===== src/rtl/mem_seq_ctrl.sv =====
// mem_seq_ctrl: drives a single-port memory bus through one write burst followed by a
// read-back burst. Both bursts start at the same base address.
//
// Each run writes seed+k to base+k for wr_len beats. It then reads base+k for rd_len beats
// and counts every read value that differs from seed+k.
//
// Ports:
//   i_clk, i_rst         clock, synchronous active-high reset
//   i_start              run request, honoured only when idle
//   i_base_addr          first address of both bursts (latched on start)
//   i_wr_len, i_rd_len   beat counts, 0 skips that phase (latched on start)
//   i_seed               data seed (latched on start)
//   i_mem_ready          memory accepts the beat currently on the bus
//   i_rdata              read data, valid one cycle after an accepted read beat
//   o_en, o_wr           registered bus enable / write strobe
//   o_addr, o_wdata      registered beat address / write data (wdata 0 on reads)
//   o_busy, o_done       not idle / one-cycle end-of-run pulse
//   o_err_cnt            saturating read-mismatch count for the current or last run
module mem_seq_ctrl #(
  parameter int unsigned AW = 6,
  parameter int unsigned DW = 8,
  parameter int unsigned LW = 4
) (
  input  logic          i_clk,
  input  logic          i_rst,
  input  logic          i_start,
  input  logic [AW-1:0] i_base_addr,
  input  logic [LW-1:0] i_wr_len,
  input  logic [LW-1:0] i_rd_len,
  input  logic [DW-1:0] i_seed,
  input  logic          i_mem_ready,
  input  logic [DW-1:0] i_rdata,
  output logic          o_en,
  output logic          o_wr,
  output logic [AW-1:0] o_addr,
  output logic [DW-1:0] o_wdata,
  output logic          o_busy,
  output logic          o_done,
  output logic [LW-1:0] o_err_cnt
);

  typedef enum logic [2:0] {StIdle, StWrite, StRead, StFlush, StDone} state_e;

  localparam logic [LW-1:0] ErrMax = '1;

  state_e        r_state, w_state_d;
  logic [AW-1:0] r_base;
  logic [LW-1:0] r_wr_len, r_rd_len;
  logic [DW-1:0] r_seed;
  logic [LW-1:0] r_beat, w_beat_d;
  logic [DW-1:0] r_exp;
  logic          r_cmp_pend;
  logic [LW-1:0] r_err_cnt;
  logic          r_en, r_wr;
  logic [AW-1:0] r_addr;
  logic [DW-1:0] r_wdata;

  logic          w_start_acc, w_beat_acc, w_rd_acc, w_wr_last, w_rd_last;
  logic [AW-1:0] w_base_d;
  logic [DW-1:0] w_seed_d;
  logic          w_en_d, w_wr_d;
  logic [AW-1:0] w_addr_d;
  logic [DW-1:0] w_wdata_d;

  assign w_start_acc = (r_state == StIdle) && i_start;
  assign w_beat_acc  = r_en && i_mem_ready;
  assign w_rd_acc    = (r_state == StRead) && w_beat_acc;
  assign w_wr_last   = (r_beat == r_wr_len - LW'(1));
  assign w_rd_last   = (r_beat == r_rd_len - LW'(1));

  // State register
  always_ff @(posedge i_clk) begin
    if (i_rst) r_state <= StIdle;
    else       r_state <= w_state_d;
  end

  // Next-state and beat counter
  always_comb begin
    w_state_d = r_state;
    w_beat_d  = r_beat;
    unique case (r_state)
      StIdle: begin
        if (i_start) begin
          w_beat_d = '0;
          if (i_wr_len != '0)      w_state_d = StWrite;
          else if (i_rd_len != '0) w_state_d = StRead;
          else                     w_state_d = StDone;
        end
      end
      StWrite: begin
        if (w_beat_acc) begin
          if (w_wr_last) begin
            w_beat_d  = '0;
            w_state_d = (r_rd_len != '0) ? StRead : StDone;
          end else begin
            w_beat_d = r_beat + LW'(1);
          end
        end
      end
      StRead: begin
        if (w_beat_acc) begin
          w_beat_d = r_beat + LW'(1);
          if (w_rd_last) w_state_d = StFlush;
        end
      end
      StFlush: w_state_d = StDone;
      StDone:  w_state_d = StIdle;
      default: w_state_d = StIdle;
    endcase
  end

  // Bus outputs are registered. Their next value follows the next state and beat, so the
  // first beat appears the cycle after start, and a stalled beat holds because neither
  // the state nor the beat count moves.
  always_comb begin
    w_base_d  = w_start_acc ? i_base_addr : r_base;
    w_seed_d  = w_start_acc ? i_seed : r_seed;
    w_en_d    = 1'b0;
    w_wr_d    = 1'b0;
    w_addr_d  = '0;
    w_wdata_d = '0;
    if (w_state_d == StWrite) begin
      w_en_d    = 1'b1;
      w_wr_d    = 1'b1;
      w_addr_d  = w_base_d + AW'(w_beat_d);
      w_wdata_d = w_seed_d + DW'(w_beat_d);
    end else if (w_state_d == StRead) begin
      w_en_d   = 1'b1;
      w_addr_d = w_base_d + AW'(w_beat_d);
    end
  end

  always_ff @(posedge i_clk) begin
    if (i_rst) begin
      r_base     <= '0;
      r_wr_len   <= '0;
      r_rd_len   <= '0;
      r_seed     <= '0;
      r_beat     <= '0;
      r_exp      <= '0;
      r_cmp_pend <= 1'b0;
      r_err_cnt  <= '0;
      r_en       <= 1'b0;
      r_wr       <= 1'b0;
      r_addr     <= '0;
      r_wdata    <= '0;
    end else begin
      r_beat  <= w_beat_d;
      r_en    <= w_en_d;
      r_wr    <= w_wr_d;
      r_addr  <= w_addr_d;
      r_wdata <= w_wdata_d;
      if (w_start_acc) begin
        r_base   <= i_base_addr;
        r_wr_len <= i_wr_len;
        r_rd_len <= i_rd_len;
        r_seed   <= i_seed;
      end
      // rdata for an accepted read is checked on the following edge, which for the last
      // read falls in FLUSH.
      r_cmp_pend <= w_rd_acc;
      if (w_rd_acc) r_exp <= r_seed + DW'(r_beat);
      if (w_start_acc) begin
        r_err_cnt <= '0;
      end else if (r_cmp_pend && (i_rdata != r_exp) && (r_err_cnt != ErrMax)) begin
        r_err_cnt <= r_err_cnt + LW'(1);
      end
    end
  end

  assign o_en      = r_en;
  assign o_wr      = r_wr;
  assign o_addr    = r_addr;
  assign o_wdata   = r_wdata;
  assign o_busy    = (r_state != StIdle);
  assign o_done    = (r_state == StDone);
  assign o_err_cnt = r_err_cnt;

endmodule

===== config.mk =====
export PLATFORM = sky130hd
export DESIGN_NAME = mem_seq_ctrl
export DESIGN_NICKNAME = d
export VERILOG_FILES = /design/src/rtl/mem_seq_ctrl.sv
export SDC_FILE = /design/constraint.sdc
export NUM_CORES = 1
export LEC_CHECK = 0
export BUFFER_PORTS_ARGS = -buffer_cell sky130_fd_sc_hd__buf_2
export CAP_MARGIN = 40
export CELL_PAD_IN_SITES_DETAIL_PLACEMENT = 0
export CELL_PAD_IN_SITES_GLOBAL_PLACEMENT = 1
export CORE_MARGIN = 3
export CORE_UTILIZATION = 42
export DETAILED_ROUTE_END_ITERATION = 8
export GPL_TIMING_DRIVEN = 0
export PLACE_DENSITY_LB_ADDON = 0.2
export SKIP_LAST_GASP = 1
export SLEW_MARGIN = 30
export SYNTH_ARGS = -nofsm -noshare
export SYNTH_HDL_FRONTEND = slang
export SYNTH_SLANG_ARGS = --single-unit

===== constraint.sdc =====
create_clock -name i_clk -period 4 [get_ports i_clk]
set_clock_uncertainty 0.05 [all_clocks]
set_input_delay 0.4 -clock i_clk [delete_from_list [all_inputs] [get_ports i_clk]]
set_output_delay 0.4 -clock i_clk [all_outputs]
set_load 0.02 [all_outputs]

[Word level (Yosys, flattened, before mapping)]
Index checks and enable logic that the tools add are counted.
Storage, ports and cells
  register bits after elaboration: 58
  bits in latches: 0
  memory bits (writable): 0
  memory bits (read-only): 0
  input port bits: 34
  output and inout port bits: 22
  word-level logic and storage cells: 64
  memories: 0
Operators by class
  $add $sub $neg: 7
  multiply operators: 0
  divide/modulo/power cells: 0
  magnitude comparators: 0
  equality and inequality tests: 10
  shift-type cells: 0
  multiplexer cells: 21
  bitwise logic cells: 1
  reductions and logical operators: 12
Operators with widths (count)
  $mux W3: 8
  $mux W6: 3
  $add A8 B4 Y8: 2
  $mux W4: 4
  $pmux W3 S4: 1
  $pmux W4 S3: 1
  $reduce_bool A4 Y1: 3
  $eq A3 B2 Y1 const B: 3
  $add A4 B1 Y4 const B: 2
  $eq A4 B4 Y1: 2
  $mux W8: 1
  $ne A8 B8 Y1: 1
  $sub A4 B1 Y4 const B: 2
  $add A6 B4 Y6: 1
  $eq A3 B1 Y1 const B: 2
  $logic_and A1 B1 Y1: 5
  $ne A4 B4 Y1 const B: 1
  $reduce_or A2 Y1: 2
  $eq A3 B3 Y1 const B: 1
  $logic_not A3 Y1: 1
  $mux W1: 3
  $reduce_bool A3 Y1: 1
  $not A1 Y1: 1

[Logic depth before layout (Yosys ltp)]
  depth in word-level cells: 8
  depth in mapped cells: 16
  mapped depth without buffers: 15

[Worst setup path after synthesis]
OpenSTA, ideal clock, no wires.
  path kind: register to register
  start point: register r_wr_len[0]
  end point: register r_wdata[7] (netlist: o_wdata[7])
  library setup time: 0.059 ns
  arrival: 3.391 ns
  data required time: 3.891 ns
  path slack: 0.500 ns
  cell stages (with the launch flop): 16
  path buffers: 1
  clock period less this slack: 3.500 ns
  cells stage by stage: dfxtp_1 > inv_1 > ha_1 > xnor2_1 > nor4b_1 > and2_1 > clkbuf_1 > o21ai_0 > a22oi_1 > inv_1 > ha_1 > a21o_1 > and3_1 > o211a_1 > or4b_1 > nand2_1
Between the ends
  elaborated cells between the ends (all ways): 12
  classes of those cells: add/sub: 2; eq/ne: 2; mux: 6; bitwise: 1; reduce/logical: 1
RTL lines
  start: declaration: RTL line 48  | logic [LW-1:0] r_wr_len, r_rd_len;
  start signal: assignment: RTL line 155  | r_wr_len <= i_wr_len;
  $sub A4 B1 Y4: RTL line 68  | assign w_wr_last = (r_beat == r_wr_len - LW'(1));
  $eq A4 B4 Y1: RTL line 68
  $mux W4: RTL line 92  | if (w_wr_last) begin
  $mux W4: RTL line 91  | if (w_beat_acc) begin
  $pmux W4 S3: RTL line 81  | unique case (r_state)
  named net w_beat_d[1]: RTL line 50  | logic [LW-1:0] r_beat, w_beat_d;
  $add A8 B4 Y8: RTL line 126  | w_wdata_d = w_seed_d + DW'(w_beat_d);
  end signal: assignment: RTL line 152  | r_wdata <= w_wdata_d;
  end: declaration: RTL line 56  | logic [DW-1:0] r_wdata;
The timed path passes the listed nets, and every way through them passes these cells.
A chain may end at the register's enable or synchronous reset.

[Worst setup path after layout]
Same ends and word-level chain as after synthesis.

==> reports/results.env <==
FINALCRITPERIODSHARE_PCT=91.5
REMAINING_DRC_ERRORS=0
SYNTH_SIMPLE_GATE_AREA_SHARE_PCT=22.1
OVERALL_DIE_HEIGHT_MICRONS=94.2
TOTAL_GR_OVERFLOW=0
FF2FF_SETUP_SLACK_NS=0.34
SETUP.WORST_PATH.START_CLASS='register'
GLOBAL_ROUTE_WIRE_LENGTH_BEFORE_REPAIR_MICRONS=13400
ROUTABILITYCONGESTION=0.863
RELATIVE_SLEW_MARGINS_PCT=44.9
DPL_CELL_AREA_SQ_UM=3660
YS_SEQ_AREA_SHARE_PCT=35.5
FINAL-MAX-SLEW-VIOLATION-COUNT=0
MAXCAPVIOLCOUNT=0
SYN_AVG_CELL_AREA_SQ_UM=8.44
CELLPOWERDENSITY_nW_PER_UM2=377
REQUIRED_NS=4.24
CP.BUFFERS_INVERTERS=2
SYNTH-SEQ-CELLS=58
CORE-AREA_SQ_UM=7410
CRITPATHCAPTURETYPE='register'
SYNTH.LIB_CELLS_USED.DISTINCT=53
ANTENNA-DIODE-COUNT=0
FINAL.HOLD.WORST_SLACK_NS=0.261
WORST_PATH_LARGEST_CELL_DELAY_NS=0.52
WORST_PATH_MAX_DELAY_CELL='sky130_fd_sc_hd__or4b_1'
ROWS=31
SYNTHCELLS=387
MAIN_COMBINATIONAL_CELL_FAMILY_BY_AREA_AFTER_SYNTHESIS='simple AND/OR/NAND/NOR gates'
INITIAL_UTILIZATION_PCT=44.1
MIN_PATH_TYPE='in -> reg'
MAXCLOCKFREQUENCY_MHz=273
WORST_PATH_DOMINANT_CELL_FAMILY='simple AND/OR/NAND/NOR gates'
ARRIVAL_WORST_ENDPOINT_NS=3.89
TRACK_USAGE_PCT=19.8
PATH_CELLS='inv_1 > ha_1 > xnor2_1 > nor4b_1 > and2_1 > o21ai_0 > a22oi_2 > inv_1 > ha_1 > a21o_1 > o2111ai_1 > a211oi_1 > or4b_1 > nand2_1'
VDD_IR_DROP_MAX_uV=204
WL_PER_CELL_MICRONS=14.7
CLK-INSERTION-DELAY-LATE_NS=0.34
CRIT_TYPE='reg -> reg'
DRIVE_GT1_SHARE_PCT=18.6
YOSYS_WARNINGS=0
DIE-AREA_SQ_UM=8880
DETAILEDPLACE.WORSTSLACK_NS=-0.221
ROUTE.FINAL.WIRE_LENGTH_MICRONS=8210
TRITONCTS_CLOCK_TREE='yes'
TIMING.FINAL.WS_SETUP_NS=0.340
NUMBER_OF_FLOPS_MAPPED_TO_ENABLE_CELLS_BY_YOSYS=0
IOPINCOUNT=56
DESIGN_POWER_TOTAL_W=0.00148
RSZ_0062_RAISED_AFTER_GLOBAL_ROUTING='false'
CTS_ROOT_BUFFER='sky130_fd_sc_hd__clkbuf_8'
NUMCLOCKSINKS=58
POST_SYNTHESIS_SHARE_OF_CELL_AREA_SPENT_ON_FULL_ADDERS_HALF_ADDERS_AND_MAJORITY_GATES_PCT=7.89
DRT_PASS1_ITERATIONS=4
CTSLONGESTPATHBUFFERS=2
SYN_NETS=439
INITIALDRTVIOLATIONCOUNT=126
FIN_AREA_SQ_UM=3910
SYNTH.MUX.AREA_FRACTION_PCT=5.97
CP_MAX_FANOUT=6
FINALSETUPVIOLATIONS=0
DOMINANTREGCELLSYNTH='sky130_fd_sc_hd__dfxtp_1'
ROUTED-VIA-COUNT=2892
FINAL_HOLD_VIOLATING_ENDPOINTS=0
PERIOD_MINUS_SLACK_NS=3.66
PORT_BUFFERS=54
YOSYS.AREA_SHARE.XOR_XNOR_PCT=9.00
SYN_AREA_SQ_UM=3270
NETS=505
REMAINING_ANTENNA_VIOLATION_COUNT=0
DIE_WIDTH_MICRONS=94.2
PIN_COUNT_OF_THE_BIGGEST_NET_ENTERING_GLOBAL_ROUTING=19
CTS_INSERTED_BUFFERS=9
LEAKAGE_POWER_nW=1.72
COMPOUND_GATE_PORTION_OF_THE_SYNTHESIZED_AREA_PCT=15.4
ANTENNA_FOUND_INITIAL=0
NUMBER_OF_GLOBAL_ROUTE_VIAS_BEFORE_REPAIR=2814
VIAS_PER_CELL=5.19
TIGHTESTPINTRANSITION_NS=0.822
STATUS='complete, no violations'
PATH_CLK_SLEW_NS=0.07
HPWLAFTERDP_MICRONS=6180
CTSHTREEMAXLEVEL=3
AREA_DELTA_SYNTH_FINAL_PCT=19.7
SYNTHARSTFLOPSHARE_PCT=0
## power breakdown
| group | switching, W | total, W | internal [W] |
|---|---|---|---|
| registers | 0.0000167 | 0.000621 | 0.000604 |
| logic | 0.000137 | 0.000231 | 0.0000940 |
| clock network | 0.000239 | 0.000624 | 0.000385 |
| total | 0.000392 | 0.00148 | 0.00108 |
## logic make-up (layout without fill, tap and decap cells)
| group | after synthesis | in the layout |
|---|---|---|
| compound gates | 78 | 78 |
| xor+xnor | 32 | 32 |
| fa+ha+maj | 19 | 19 |
| buf+inv | 33 | 104 |
| flops | 58 | 58 |
| mux | 19 | 19 |
| simple gates | 148 | 148 |
## metrics by stage
| stage | setup TNS, ns | std cells | utilization [%] |
|---|---|---|---|
| 4_1_cts | 0 | 555 | 52.5 |
| 2_1_floorplan | 0 | 387 | - |
| 3_5_place_dp | -0.474 | 540 | 49.4 |
| 5_1_grt | 0 | 557 | 52.8 |
| 3_3_place_gp | -0.381 | 540 | 49.4 |
| 6_report | 0 | 557 | 52.8 |
## cell usage in the layout, fill, tap and decap left out, types with 10 or more instances in the layout
cell	count
sky130_fd_sc_hd__clkbuf_8	11
sky130_fd_sc_hd__nand2_1	59
sky130_fd_sc_hd__nor3_1	10
sky130_fd_sc_hd__xor2_1	16
sky130_fd_sc_hd__a21oi_1	30
sky130_fd_sc_hd__clkbuf_1	12
sky130_fd_sc_hd__inv_1	15
sky130_fd_sc_hd__o21ai_0	10
sky130_fd_sc_hd__mux2i_1	15
sky130_fd_sc_hd__buf_2	57
sky130_fd_sc_hd__ha_1	15
sky130_fd_sc_hd__dfxtp_1	58
sky130_fd_sc_hd__xnor2_1	15
sky130_fd_sc_hd__nor2_1	32
## metal layers
layer / vias to the layer above / routed length (microns) / share of wire [%] / track usage, %
li1: 1482 / - / - / -
met1: 1324 / 3950 / 48 / 25.5
met3: 18 / 311 / 3.8 / 3.37
met4: 0 / 229 / 2.8 / 9.39
met5: - / 0 / 0 / 0
met2: 68 / 3730 / 45 / 32.0
## registers in the layout, summed over array words and instances (netlist names)
signal,flops
r_cmp_pend,1
o_err_cnt,4
r_wr_len,4
r_rd_len,4
r_seed,8
r_state,3
r_exp,8
r_beat,4
o_wr,1
o_addr,6
o_wdata,8
o_en,1
r_base,6
## repair_timing
item                       4_1_cts  5_1_grt
hold buffers                     0        0
setup buffers                    0        3
resized for setup                1        0
setup endpoints to repair        3        3
pin swaps                        0        1
## worst reg2reg max path: stages (launching register included)
cell	delay, ns
sky130_fd_sc_hd__dfxtp_1	0.41
sky130_fd_sc_hd__inv_1	0.07
sky130_fd_sc_hd__ha_1	0.30
sky130_fd_sc_hd__xnor2_1	0.15
sky130_fd_sc_hd__nor4b_1	0.32
sky130_fd_sc_hd__and2_1	0.33
sky130_fd_sc_hd__o21ai_0	0.13
sky130_fd_sc_hd__a22oi_2	0.25
sky130_fd_sc_hd__inv_1	0.13
sky130_fd_sc_hd__ha_1	0.29
sky130_fd_sc_hd__a21o_1	0.22
sky130_fd_sc_hd__o2111ai_1	0.25
sky130_fd_sc_hd__a211oi_1	0.14
sky130_fd_sc_hd__or4b_1	0.52
sky130_fd_sc_hd__nand2_1	0.06
## cell usage after synthesis, drive strengths merged, types with 2 or more instances
cell type | instances | area [sq um]
dfxtp | 58 | 1160
fa | 3 | 60.1
mux2i | 15 | 150
a31oi | 3 | 18.8
a2111oi | 3 | 26.3
inv | 15 | 56.3
o21ai | 10 | 50.1
nand2b | 5 | 31.3
nor2 | 32 | 120
a21o | 3 | 22.5
ha | 15 | 188
nor3 | 10 | 50.1
a211o | 2 | 17.5
a211oi | 6 | 45.0
nor4b | 3 | 26.3
nor2b | 8 | 50.1
nor3b | 2 | 15.0
or3 | 2 | 12.5
a22o | 2 | 17.5
o311ai | 2 | 17.5
xnor2 | 15 | 131
nand4 | 4 | 25.0
a22oi | 2 | 15.0
o2111ai | 2 | 17.5
or4b | 2 | 20.0
nor4 | 7 | 58.8
mux2 | 4 | 45.0
o21a | 3 | 22.5
xor2 | 16 | 140
buf | 6 | 33.8
clkbuf | 12 | 45.0
nand3 | 2 | 10.0
nand2 | 59 | 221
and2 | 6 | 37.5
a21boi | 2 | 15.0
a21oi | 31 | 159
and3 | 3 | 18.8
## area by class of cell
type,count,area [sq um]
clock buffer,12,155
clock inverter,4,73.8
timing repair buffer,57,293
buffer,16,71.3
fill,743,3500
multi-input combinational,296,1980
sequential,58,1160
inverter,15,56.3
tap,99,124
## final timing paths
check                            startpoint     endpoint  cells after the start
worst min register to register    r_base[0]    r_base[0]                      2
worst max register to register  r_wr_len[0]   o_wdata[7]                     14
worst min-delay path            i_rd_len[2]  r_rd_len[2]                      3
worst max-delay path            r_wr_len[0]   o_wdata[7]                     14
Power figures use the tool's default switching activity.
